$ cat src/rtl/muldiv_unit.sv
// Iterative RV32M multiply/divide unit: shift-add multiply and restoring divide,
// one bit per cycle, with a registered write-back port into the register file.
module muldiv_unit #(
    parameter int XLEN  = 32,
    parameter int ITERS = 32
) (
    input  logic            clk,
    input  logic            reset,
    input  logic            start,
    input  logic [2:0]      op,
    input  logic [XLEN-1:0] rs1_data,
    input  logic [XLEN-1:0] rs2_data,
    input  logic [4:0]      rd_addr,
    input  logic            flush,
    output logic            busy,
    output logic            stall,
    output logic            done,
    output logic            reg_wr,
    output logic [4:0]      waddr,
    output logic [XLEN-1:0] wdata
);

    typedef enum logic [1:0] {IDLE, CALC, FIN} state_t;

    localparam logic [XLEN-1:0] INT_MIN = {1'b1, {(XLEN-1){1'b0}}};

    state_t            state;
    logic [5:0]        count;
    logic [2*XLEN-1:0] acc;
    logic [2*XLEN-1:0] opa;
    logic [XLEN-1:0]   opb;
    logic [2:0]        op_q;
    logic              neg_q;
    logic              neg_r;
    logic              fast;

    logic              a_signed, b_signed, a_neg, b_neg;
    logic [XLEN-1:0]   a_mag, b_mag;
    logic              div_zero, div_ovf, in_fast;
    logic [XLEN-1:0]   fast_val;

    // Operand decode at the accept edge: magnitudes, signs and the fast-path result.
    always_comb begin
        a_signed = op[2] ? ~op[0] : ((op == 3'b001) || (op == 3'b010));
        b_signed = op[2] ? ~op[0] : (op == 3'b001);
        a_neg    = a_signed & rs1_data[XLEN-1];
        b_neg    = b_signed & rs2_data[XLEN-1];
        a_mag    = a_neg ? -rs1_data : rs1_data;
        b_mag    = b_neg ? -rs2_data : rs2_data;
        div_zero = (rs2_data == '0);
        div_ovf  = ~op[0] && (rs1_data == INT_MIN) && (rs2_data == '1);
        in_fast  = op[2] & (div_zero | div_ovf);
        if (!op[1])
            fast_val = div_zero ? '1 : INT_MIN;
        else
            fast_val = div_zero ? rs1_data : '0;
    end

    logic [2*XLEN-1:0] acc_mul;
    logic [XLEN:0]     r_shift;
    logic [XLEN+1:0]   diff;
    logic              fits;
    logic [2*XLEN-1:0] prod;
    logic [XLEN-1:0]   quo, rem, result;

    // One iteration step for each datapath, plus the sign-corrected final result.
    always_comb begin
        acc_mul = opb[0] ? (acc + opa) : acc;
        r_shift = {acc[XLEN-1:0], opa[XLEN-1]};
        diff    = {1'b0, r_shift} - {2'b00, opb};
        fits    = ~diff[XLEN+1];
        prod    = neg_q ? -acc : acc;
        quo     = neg_q ? -opa[XLEN-1:0] : opa[XLEN-1:0];
        rem     = neg_r ? -acc[XLEN-1:0] : acc[XLEN-1:0];
        if (op_q[2])
            result = op_q[1] ? rem : quo;
        else if (op_q[1:0] == 2'b00)
            result = prod[XLEN-1:0];
        else
            result = prod[2*XLEN-1:XLEN];
    end

    // The extra CALC cycle at count == ITERS applies the sign fix and loads wdata.
    always_ff @(posedge clk or posedge reset) begin
        if (reset) begin
            state <= IDLE;
            busy  <= 1'b0;
            done  <= 1'b0;
            waddr <= '0;
            wdata <= '0;
            count <= '0;
            acc   <= '0;
            opa   <= '0;
            opb   <= '0;
            op_q  <= '0;
            neg_q <= 1'b0;
            neg_r <= 1'b0;
            fast  <= 1'b0;
        end else begin
            case (state)
                IDLE: begin
                    done <= 1'b0;
                    if (start && !done && !flush) begin
                        state <= CALC;
                        busy  <= 1'b1;
                        count <= '0;
                        op_q  <= op;
                        waddr <= rd_addr;
                        neg_q <= a_neg ^ b_neg;
                        neg_r <= a_neg;
                        fast  <= in_fast;
                        opa   <= {{XLEN{1'b0}}, a_mag};
                        opb   <= b_mag;
                        acc   <= in_fast ? {{XLEN{1'b0}}, fast_val} : '0;
                    end
                end
                CALC: begin
                    if (flush) begin
                        state <= IDLE;
                        busy  <= 1'b0;
                    end else if (fast) begin
                        state <= FIN;
                        busy  <= 1'b0;
                        done  <= 1'b1;
                        wdata <= acc[XLEN-1:0];
                    end else if (count == 6'(ITERS)) begin
                        state <= FIN;
                        busy  <= 1'b0;
                        done  <= 1'b1;
                        wdata <= result;
                    end else begin
                        count <= count + 6'd1;
                        if (op_q[2]) begin
                            acc <= {{(XLEN-1){1'b0}}, (fits ? diff[XLEN:0] : r_shift)};
                            opa <= {{XLEN{1'b0}}, opa[XLEN-2:0], fits};
                        end else begin
                            acc <= acc_mul;
                            opa <= opa << 1;
                            opb <= opb >> 1;
                        end
                    end
                end
                FIN: begin
                    state <= IDLE;
                    done  <= 1'b0;
                    busy  <= 1'b0;
                end
                default: begin
                    state <= IDLE;
                    busy  <= 1'b0;
                    done  <= 1'b0;
                end
            endcase
        end
    end

    assign reg_wr = done & (waddr != 5'd0);
    assign stall  = (start & ~done) | busy;

endmodule

$ cat config.mk
export PLATFORM = sky130hd
export DESIGN_NAME = muldiv_unit
export DESIGN_NICKNAME = d
export VERILOG_FILES = /design/src/rtl/muldiv_unit.sv
export SDC_FILE = /design/constraint.sdc
export NUM_CORES = 1
export LEC_CHECK = 0
export ABC_CLOCK_PERIOD_IN_PS = 8560
export CORE_ASPECT_RATIO = 1.25
export CORE_MARGIN = 2
export CORE_UTILIZATION = 50
export DETAILED_ROUTE_END_ITERATION = 10
export MAX_ROUTING_LAYER = met4
export PLACE_DENSITY_LB_ADDON = 0.1
export SETUP_SLACK_MARGIN = 0.02
export SLEW_MARGIN = 15
export SYNTH_ARGS = -nofsm -noshare
export SYNTH_HDL_FRONTEND = slang
export SYNTH_SLANG_ARGS = --single-unit
export TNS_END_PERCENT = 20
$ cat constraint.sdc
create_clock -name clk -period 8.56 [get_ports clk]
set_input_delay 0.856 -clock clk [delete_from_list [all_inputs] [get_ports clk]]
set_output_delay 0.856 -clock clk [all_outputs]
set_load 0.01 [all_outputs]
==> results of run 1 <==
[power by group]
part	switching [uW]	internal (uW)
Sequential	540	1260
Combinational	2640	1750
Clock	480	746
[area by class of cell]
| type | count | area, sq um |
|---|---|---|
| multi-input combinational | 2171 | 13300 |
| timing repair buffer | 155 | 1450 |
| tap | 498 | 623 |
| inverter | 75 | 289 |
| fill | 3758 | 17000 |
| clock buffer | 37 | 733 |
| clock inverter | 12 | 185 |
| sequential | 212 | 5310 |
[final timing paths]
check	slack (ns)	from	endpoint
min in group asynchronous	0.74	reset	opb[3]
max	3.46	rs2_data[6]	acc[5]
max in group asynchronous	6.30	reset	op_q[1]
min	0.49	wdata[0]	wdata[0]
min reg2reg	0.49	wdata[0]	wdata[0]
max reg2reg	3.97	acc[2]	acc[63]
[critical path, cell delays in order]
cell and delay (ns):
clkdlybuf4s50_1 0.50, nor4_1 0.59, or3b_2 0.55, nor4b_1 0.80
nand3_1 0.24, nor3_1 0.56, nand3_1 0.74, o22ai_1 0.37
a21oi_1 0.08, o21ai_0 0.23
[logic make-up (layout without fill, tap and decap cells)]
| group | count (synthesis) | count (layout) |
|---|---|---|
| XOR/XNOR | 253 | 253 |
| buffers and inverters | 264 | 279 |
| AO/OA/AOI/OAI | 892 | 892 |
| multiplexers | 17 | 17 |
| flip-flops | 212 | 212 |
| adder cells (fa/ha/maj) | 104 | 104 |
| AND/OR/NAND/NOR | 905 | 905 |
[registers in the layout, indices dropped and copies added (netlist names)]
| signal | flops |
|---|---|
| op_q | 3 |
| state | 2 |
| neg_q | 1 |
| count | 6 |
| fast | 1 |
| waddr | 5 |
| acc | 64 |
| neg_r | 1 |
| opb | 32 |
| done | 1 |
| wdata | 32 |
| opa | 64 |
[per-layer routing]
metal	wire length, um	track usage (%)	vias to the layer above
li1	-	-	9472
met1	29000	43.0	9517
met2	35200	61.6	789
met3	4040	3.10	207
met4	4080	18.3	0
met5	0	-	-
[cell usage after synthesis, drive strengths merged, types with 21 or more instances]
cell    number  area, sq um
o21ai      312         1560
o21bai      21          158
a21oi      255         1280
xnor2      131         1150
nor3        32          160
o31ai       42          320
ha         102         1280
o211ai      26          200
nand4       31          194
a31oi       28          175
a21o        48          360
inv         74          278
nor2       202          758
xor2       122         1070
a211oi      33          248
nand2      379         1420
nand3       73          365
or3         50          313
dfrtp      212         5310
clkbuf     171          643
nor4        22          138
or4         23          180
nand2b      23          144
[stage by stage]
stage,std cells,area (sq um),total power [uW]
after floorplan,2647,19600,4780
after global placement,3111,21000,6040
after detailed placement,3111,21000,6070
after CTS,3160,21900,7350
after global routing,3160,21900,7970
final,3160,21900,7430
==> flow_summary.toml, run 1 <==
[drt]
drtIter0Drc = 1903
ant_nets = 0
viasPerCell = 6.32
first_pass_iters = 5
wl_um = 72300
vias = 19985
wl_per_cell_um = 22.9
drc = 0

[floorplanning]
io_pins = 117
fp.coreArea_sq_um = 38900
dieArea_sq_um = 40800
rows = 81
dieHeight_um = 225
start_util_pct = 50.4
die_w_um = 181

[placed_design]
dpl.hpwl_um = 53900
dp_slack_ns = 3.08
port-buffer-count = 116
place.gp.congestion = 1.09

[global_route]
grt_overflow = 0
antenna_found_initial = 0
grt.total_usage_pct = 36.2
first_global_vias = 19570
grt_start_max_net_pins = 97
grt_pass1_wl_um = 113000

[synth]
netlist_area_sq_um = 19600
ys.flop_type = "dfrtp_1"
synth_area_per_cell_sq_um = 7.41
synth_fp_nets = 2827
ys_warn_count = 0
postSynthCellCount = 2647
synthAdderAreaFrac_pct = 6.71
ys_seq_area_share_pct = 27.0
synth_top_family_by_area = "compound AO/OA/AOI/OAI gates"
synth_compound_area_share_pct = 27.5
synth-simple-area-share_pct = 21.2
synthXorXnorAreaFrac_pct = 11.3
muxShareOfSynthArea_pct = 0.995
synth_cell_types = 81
ys_ff_latch = 212
synth-async-reset-ratio_pct = 100
synth_edf_count = 0

[cts]
cts_resized = 0
clk-insertion-delay-late_ns = 0.57
cts-root-buf = "clkbuf_16"
holdBufCountCts = 0
cts_num_sinks = 212
postCtsSetupBuffers = 0
cts_buffers = 27
cts_tree = "yes"
clk_path_buf_depth = 3
clk_pin_slew_ns = 0.06
htree_levels = 1

[sta]
final.min_clock_period_ns = 5.10
tns_ns = 0
hold_violations = 0
slew_viol_final = 0
fin_skew_ns = 0.0157
rsz0062_at_grt = "no"
setup_slack_ns = 3.46
max_freq_mhz = 196
tightest_slew_ns = 1.03
layout_worst_path_cycle_share_pct = 59.6
whs_ns = 0.486
setup_viol = 0
relSlewSlack_pct = 31.4

[critical_path]
endpoint_kind = "register"
reg2reg_depth = 13
critPathLaunchType = "input pin"
crit_fanout = 19
worstSetupPathType = "in2reg"
cp.arrival_ns = 5.55
worstPathRequired_ns = 9.01

[pwr]
leakagePower_uw = 0.00938
powerDensity_nw_per_um2 = 339
peakVddDrop_mv = 0.167

[layout]
syn2layout_area_growth_pct = 11.8
final_common_cell = "nand2_1"
diodes = 0
mostFrequentLayoutCells = "nand2_1 (378), o21ai_0 (309), a21oi_1 (254), dfrtp_1 (210), nor2_1 (199)"
final_util_pct = 56.3
drive_gt1_share_pct = 4.58
finalNetCount = 2822

[hold_path]
hold_class = "reg2reg"
min_path_cells = 2

[run]
drv_cap = 0

[status]
status = "finished clean"
No activity file was read; power rests on OpenSTA's default activity.
==> run 2: changes to the inputs <==
--- a/config.mk
+++ b/config.mk
@@ -5,7 +5,7 @@
 export SDC_FILE = /design/constraint.sdc
 export NUM_CORES = 1
 export LEC_CHECK = 0
-export ABC_CLOCK_PERIOD_IN_PS = 8560
+export ABC_CLOCK_PERIOD_IN_PS = 4850
 export CORE_ASPECT_RATIO = 1.25
 export CORE_MARGIN = 2
 export CORE_UTILIZATION = 50
==> constraint.sdc (replaced) <==
create_clock -name clk -period 4.85 [get_ports clk]
set_input_delay 0.485 -clock clk [delete_from_list [all_inputs] [get_ports clk]]
set_output_delay 0.485 -clock clk [all_outputs]
set_load 0.01 [all_outputs]
==> flow_summary.toml, run 2 (synthesis results as in run 1) <==
[drt]
first_pass_iters = 5
viasPerCell = 6.34
wl_um = 72000
vias = 20151
wl_per_cell_um = 22.7
drtIter0Drc = 1807
drc = 0
ant_nets = 0

[placed_design]
place.gp.congestion = 1.06
port-buffer-count = 116
place_inst = 3134
dpl.hpwl_um = 54100

[sta]
slew_viol_final = 0
rsz0062_at_grt = "no"
final.min_clock_period_ns = 4.33
setup_viol = 0
tns_ns = 0
relSlewSlack_pct = 23.4
tightest_slew_ns = 1.14
layout_worst_path_cycle_share_pct = 89.3
hold_violations = 0
fin_skew_ns = 0.0230
max_freq_mhz = 231

[critical_path]
worstSetupPathType = "reg2reg"
path_cells = "ha_1 -> a211oi_1 -> o21ai_0 -> o21ai_0 -> a2111o_1 -> a2111oi_0 -> buf_4 -> o31ai_1 -> o21ai_0 -> a21oi_1 -> xor2_1 -> o31ai_1"
worstPathRequired_ns = 5.27
crit_fanout = 9
max_stage_delay_ns = 0.90
crit_family = "compound AO/OA/AOI/OAI gates"
path_common_cell = "o21ai_0"
worst-path-buf-inv = 1
critPathLaunchType = "register"
cp.arrival_ns = 4.75
endpoint_kind = "register"
critPathSlowestCell = "o31ai_1"

[cts]
clk_path_buf_depth = 3
postCtsSetupBuffers = 0
cts_tree = "yes"
clk_pin_slew_ns = 0.06
cts_num_sinks = 212
htree_levels = 1
cts-root-buf = "clkbuf_16"
cts_resized = 0
holdBufCountCts = 0
clk-insertion-delay-late_ns = 0.57
cts_buffers = 26

[layout]
diodes = 0
mostFrequentLayoutCells = "nand2_1 (378), o21ai_0 (309), a21oi_1 (254), dfrtp_1 (210), nor2_1 (199)"
reg_top3 = "acc (64), opa (64)"
final_cells = 3179
fillers = 3733
syn2layout_area_growth_pct = 12.7
finalNetCount = 2844
final_common_cell = "nand2_1"
drive_gt1_share_pct = 5.30

[pwr]
clock_power_share_pct = 16.1
swShare_pct = 49.1
peakVddDrop_mv = 0.288
leakagePower_uw = 0.00948
p_int_uw = 6700
pwr-share-comb_pct = 60.3
powerDensity_nw_per_um2 = 595
pwr-share-seq_pct = 23.6
p_switching_uw = 6460

[floorplanning]
start_util_pct = 50.4
die_w_um = 181
io_pins = 117
dieArea_sq_um = 40800
rows = 81
dieHeight_um = 225
fp.coreArea_sq_um = 38900

[global_route]
met1_usage_pct = 42.9
antenna_found_initial = 0
grt_pass1_wl_um = 113000
grt_start_max_net_pins = 132
met3_usage_pct = 4.02
grt-busiest-layer = "met2"
grt_overflow = 0
grt_util_met2_pct = 59.9
first_global_vias = 19712
grt.total_usage_pct = 36.2

[hold_path]
hold_class = "in2async"

[run]
drv_cap = 0

[status]
status = "finished clean"
## run 2: cell types whose count changed in the layout (fill, tap and decap cells not counted), sizes merged
cell,delta
clkinvlp,+2
inv,-1
clkbuf,+1
clkinv,-5
bufinv,-1
buf,+23
## run 2: worst paths after layout
kind	from	end	slack, ns	cells past startpoint
max	acc[1]	acc[63]	0.52	12
min	reset	opb[4]	0.39	3
max in group asynchronous	reset	opa[50]	3.68	3
min reg2reg	wdata[0]	wdata[0]	0.49	2
min in group clk	wdata[0]	wdata[0]	0.49	2
max reg2reg	acc[1]	acc[63]	0.52	12
## run 2: area by class of cell
| class | instances | area [sq um] | share of cell area, % |
|---|---|---|---|
| Inverter | 75 | 285 | 1.29 |
| Multi-Input combinational cell | 2171 | 13300 | 60.3 |
| Tap cell | 498 | 623 | 2.82 |
| Timing Repair Buffer | 178 | 1660 | 7.53 |
| Sequential cell | 212 | 5310 | 24.0 |
| Clock inverter | 7 | 138 | 0.623 |
| Clock buffer | 38 | 757 | 3.42 |
## run 2: per-stage QoR
| stage | cell area, sq um | util, % | setup WS, ns | hold slack, ns | power (uW) |
|---|---|---|---|---|---|
| 2_1_floorplan | 19600 | - | 1.20 | 0.465 | 8430 |
| 3_3_place_gp | 21200 | 54.5 | 0.669 | 0.477 | 10800 |
| 3_5_place_dp | 21200 | 54.5 | 0.557 | 0.482 | 10800 |
| 4_1_cts | 22100 | 56.8 | 0.538 | 0.436 | 13000 |
| 5_1_grt | 22100 | 56.8 | 0.214 | 0.459 | 14100 |
| 6_report | 22100 | 56.8 | 0.519 | 0.389 | 13200 |
## run 2: layer usage
layer,vias up,wire (um)
met5,-,0
met4,0,5040
met3,238,4140
met2,813,34000
met1,9571,28900
li1,9529,-
## run 2: power groups by stage
stage / Sequential, uW / Combinational (uW) / Clock [uW]
2_1_floorplan: 2690 / 5740 / 0
3_3_place_gp: 3070 / 7700 / 0
3_5_place_dp: 3080 / 7740 / 0
4_1_cts: 3070 / 7810 / 2150
5_1_grt: 3160 / 8730 / 2210
6_report: 3110 / 7940 / 2120
## run 2: tightest hold or removal path, stage by stage
cell and delay, ns:
clkdlybuf4s50_1 0.44, clkinvlp_4 0.13, buf_12 0.31
==> run 3: changes to the inputs <==
--- a/config.mk
+++ b/config.mk
@@ -6,6 +6,7 @@
 export NUM_CORES = 1
 export LEC_CHECK = 0
 export ABC_CLOCK_PERIOD_IN_PS = 4850
+export CAP_MARGIN = 25
 export CORE_ASPECT_RATIO = 1.25
 export CORE_MARGIN = 2
 export CORE_UTILIZATION = 50
==> flow_summary.toml, run 3 (synthesis results as in run 1) <==
[status]
status = "finished clean"

[placed_design]
place.gp.congestion = 1.06
dp_slack_ns = 0.629
post_dp_cell_area_sq_um = 21200
dpl.hpwl_um = 54100
port-buffer-count = 116

[sta]
hold_violations = 0
max_freq_mhz = 228
rsz0062_at_grt = "no"
layout_worst_path_cycle_share_pct = 90.6
final.min_clock_period_ns = 4.39
tns_ns = 0
relSlewSlack_pct = 34.5
fin_skew_ns = 0.0155
tightest_slew_ns = 0.981
setup_slack_ns = 0.457
slew_viol_final = 0
setup_viol = 0

[critical_path]
reg2reg_depth = 12
r2r_slack_ns = 0.46
endpoint = "acc[52]"
worstPathRequired_ns = 5.27
crit_fanout = 8
crit_start = "acc[0]"
r2r-start = "acc[0]"
critPathLaunchType = "register"
critPathSlowestCell = "a41oi_1"
path_cells = "ha_1 -> fa_1 -> a211oi_1 -> o21ai_0 -> a31oi_1 -> o221a_2 -> o211a_1 -> o21ai_0 -> a41oi_1 -> o21ai_0 -> xnor2_1 -> o21ai_0"
cp.arrival_ns = 4.82
path_common_cell = "o21ai_0"
worstSetupPathType = "reg2reg"
crit_family = "compound AO/OA/AOI/OAI gates"
reg2reg_to = "acc[52]"
path_depth = 12
max_stage_delay_ns = 0.58
endpoint_kind = "register"
worst-path-buf-inv = 0

[run]
drv_cap = 0

[layout]
drive_gt1_share_pct = 5.37
final_area_sq_um = 22000
syn2layout_area_growth_pct = 12.2
final_common_cell = "nand2_1"
reg_top3 = "acc (64), opa (64)"
diodes = 0
finalNetCount = 2845
mostFrequentLayoutCells = "nand2_1 (378), o21ai_0 (309), a21oi_1 (254), dfrtp_1 (210), nor2_1 (199)"

[cts]
htree_levels = 1
cts_num_sinks = 212
clk-insertion-delay-late_ns = 0.58
postCtsSetupBuffers = 0
clk_path_buf_depth = 3
cts_resized = 0
clk_pin_slew_ns = 0.06
cts_buffers = 25
cts_tree = "yes"
cts-root-buf = "clkbuf_16"
holdBufCountCts = 0

[drt]
drtIter0Drc = 1718
wl_um = 72200
ant_nets = 0
wl_per_cell_um = 22.7
first_pass_iters = 5
viasPerCell = 6.31
vias = 20087
drc = 0

[hold_path]
hold_class = "in2async"

[floorplanning]
die_w_um = 181
io_pins = 117
dieHeight_um = 225
rows = 81
start_util_pct = 50.4
dieArea_sq_um = 40800
fp.coreArea_sq_um = 38900

[global_route]
first_global_vias = 19772
grt_overflow = 0
grt_start_max_net_pins = 132
grt_pass1_wl_um = 113000
grt.total_usage_pct = 36.1
antenna_found_initial = 0

[pwr]
peakVddDrop_mv = 0.298
leakagePower_uw = 0.00944
powerDensity_nw_per_um2 = 588
## run 3: cell types whose count changed in the layout (fill, tap and decap cells not counted), sizes merged
cell / before / now
buf: 62 / 64
inv: 73 / 74
clkinvlp: 2 / 4
bufinv: 4 / 0
clkbuf: 38 / 39
## run 3: worst min path at each step
stage	start	slack (ns)	to	depth (start not counted)
after floorplan	opa[33]	0.46	opa[33]	2
after global placement	wdata[0]	0.48	wdata[0]	2
after detailed placement	wdata[0]	0.48	wdata[0]	2
after CTS	reset	0.42	opb[5]	3
after global routing	reset	0.44	opb[4]	3
final	reset	0.39	opb[4]	3
## run 3: power breakdown
part | leakage [uW] | internal (uW) | switching [uW]
Sequential | 0.00276 | 2230 | 878
Combinational | 0.00629 | 3190 | 4750
Clock | 0.000379 | 1060 | 842
Total | 0.00944 | 6470 | 6470
## run 3: final cells by class
type | instances | area [sq um]
sequential | 212 | 5310
clock inverter | 6 | 41.3
timing repair buffer | 180 | 1680
inverter | 75 | 285
fill | 3753 | 16900
multi-input combinational | 2171 | 13300
clock buffer | 39 | 748
tap | 498 | 623
## run 3: through the flow
stage | cells | total power, uW | hold slack (ns) | util (%)
2_1_floorplan | 2647 | 8430 | 0.465 | -
5_1_grt | 3181 | 13900 | 0.440 | 56.6
3_5_place_dp | 3135 | 10800 | 0.482 | 54.5
3_3_place_gp | 3134 | 10800 | 0.477 | 54.5
6_report | 3181 | 12900 | 0.388 | 56.6
4_1_cts | 3180 | 12800 | 0.424 | 56.5
## run 3: per-layer routing
metal	wire length [um]	track usage (%)	vias up	share of wire [%]
li1	-	-	9532	-
met1	28900	43.2	9506	40
met2	34100	59.6	826	47
met3	4440	3.46	223	6.1
met4	4760	21.3	0	6.6
met5	0	-	-	0
## run 3: worst register-to-register path, cell delays in order, from the launching register on
cell and delay (ns):
dfrtp_1 0.48, ha_1 0.29, fa_1 0.43, a211oi_1 0.31, o21ai_0 0.21, a31oi_1 0.57
o221a_2 0.43, o211a_1 0.27, o21ai_0 0.17, a41oi_1 0.58, o21ai_0 0.23, xnor2_1 0.18
o21ai_0 0.09
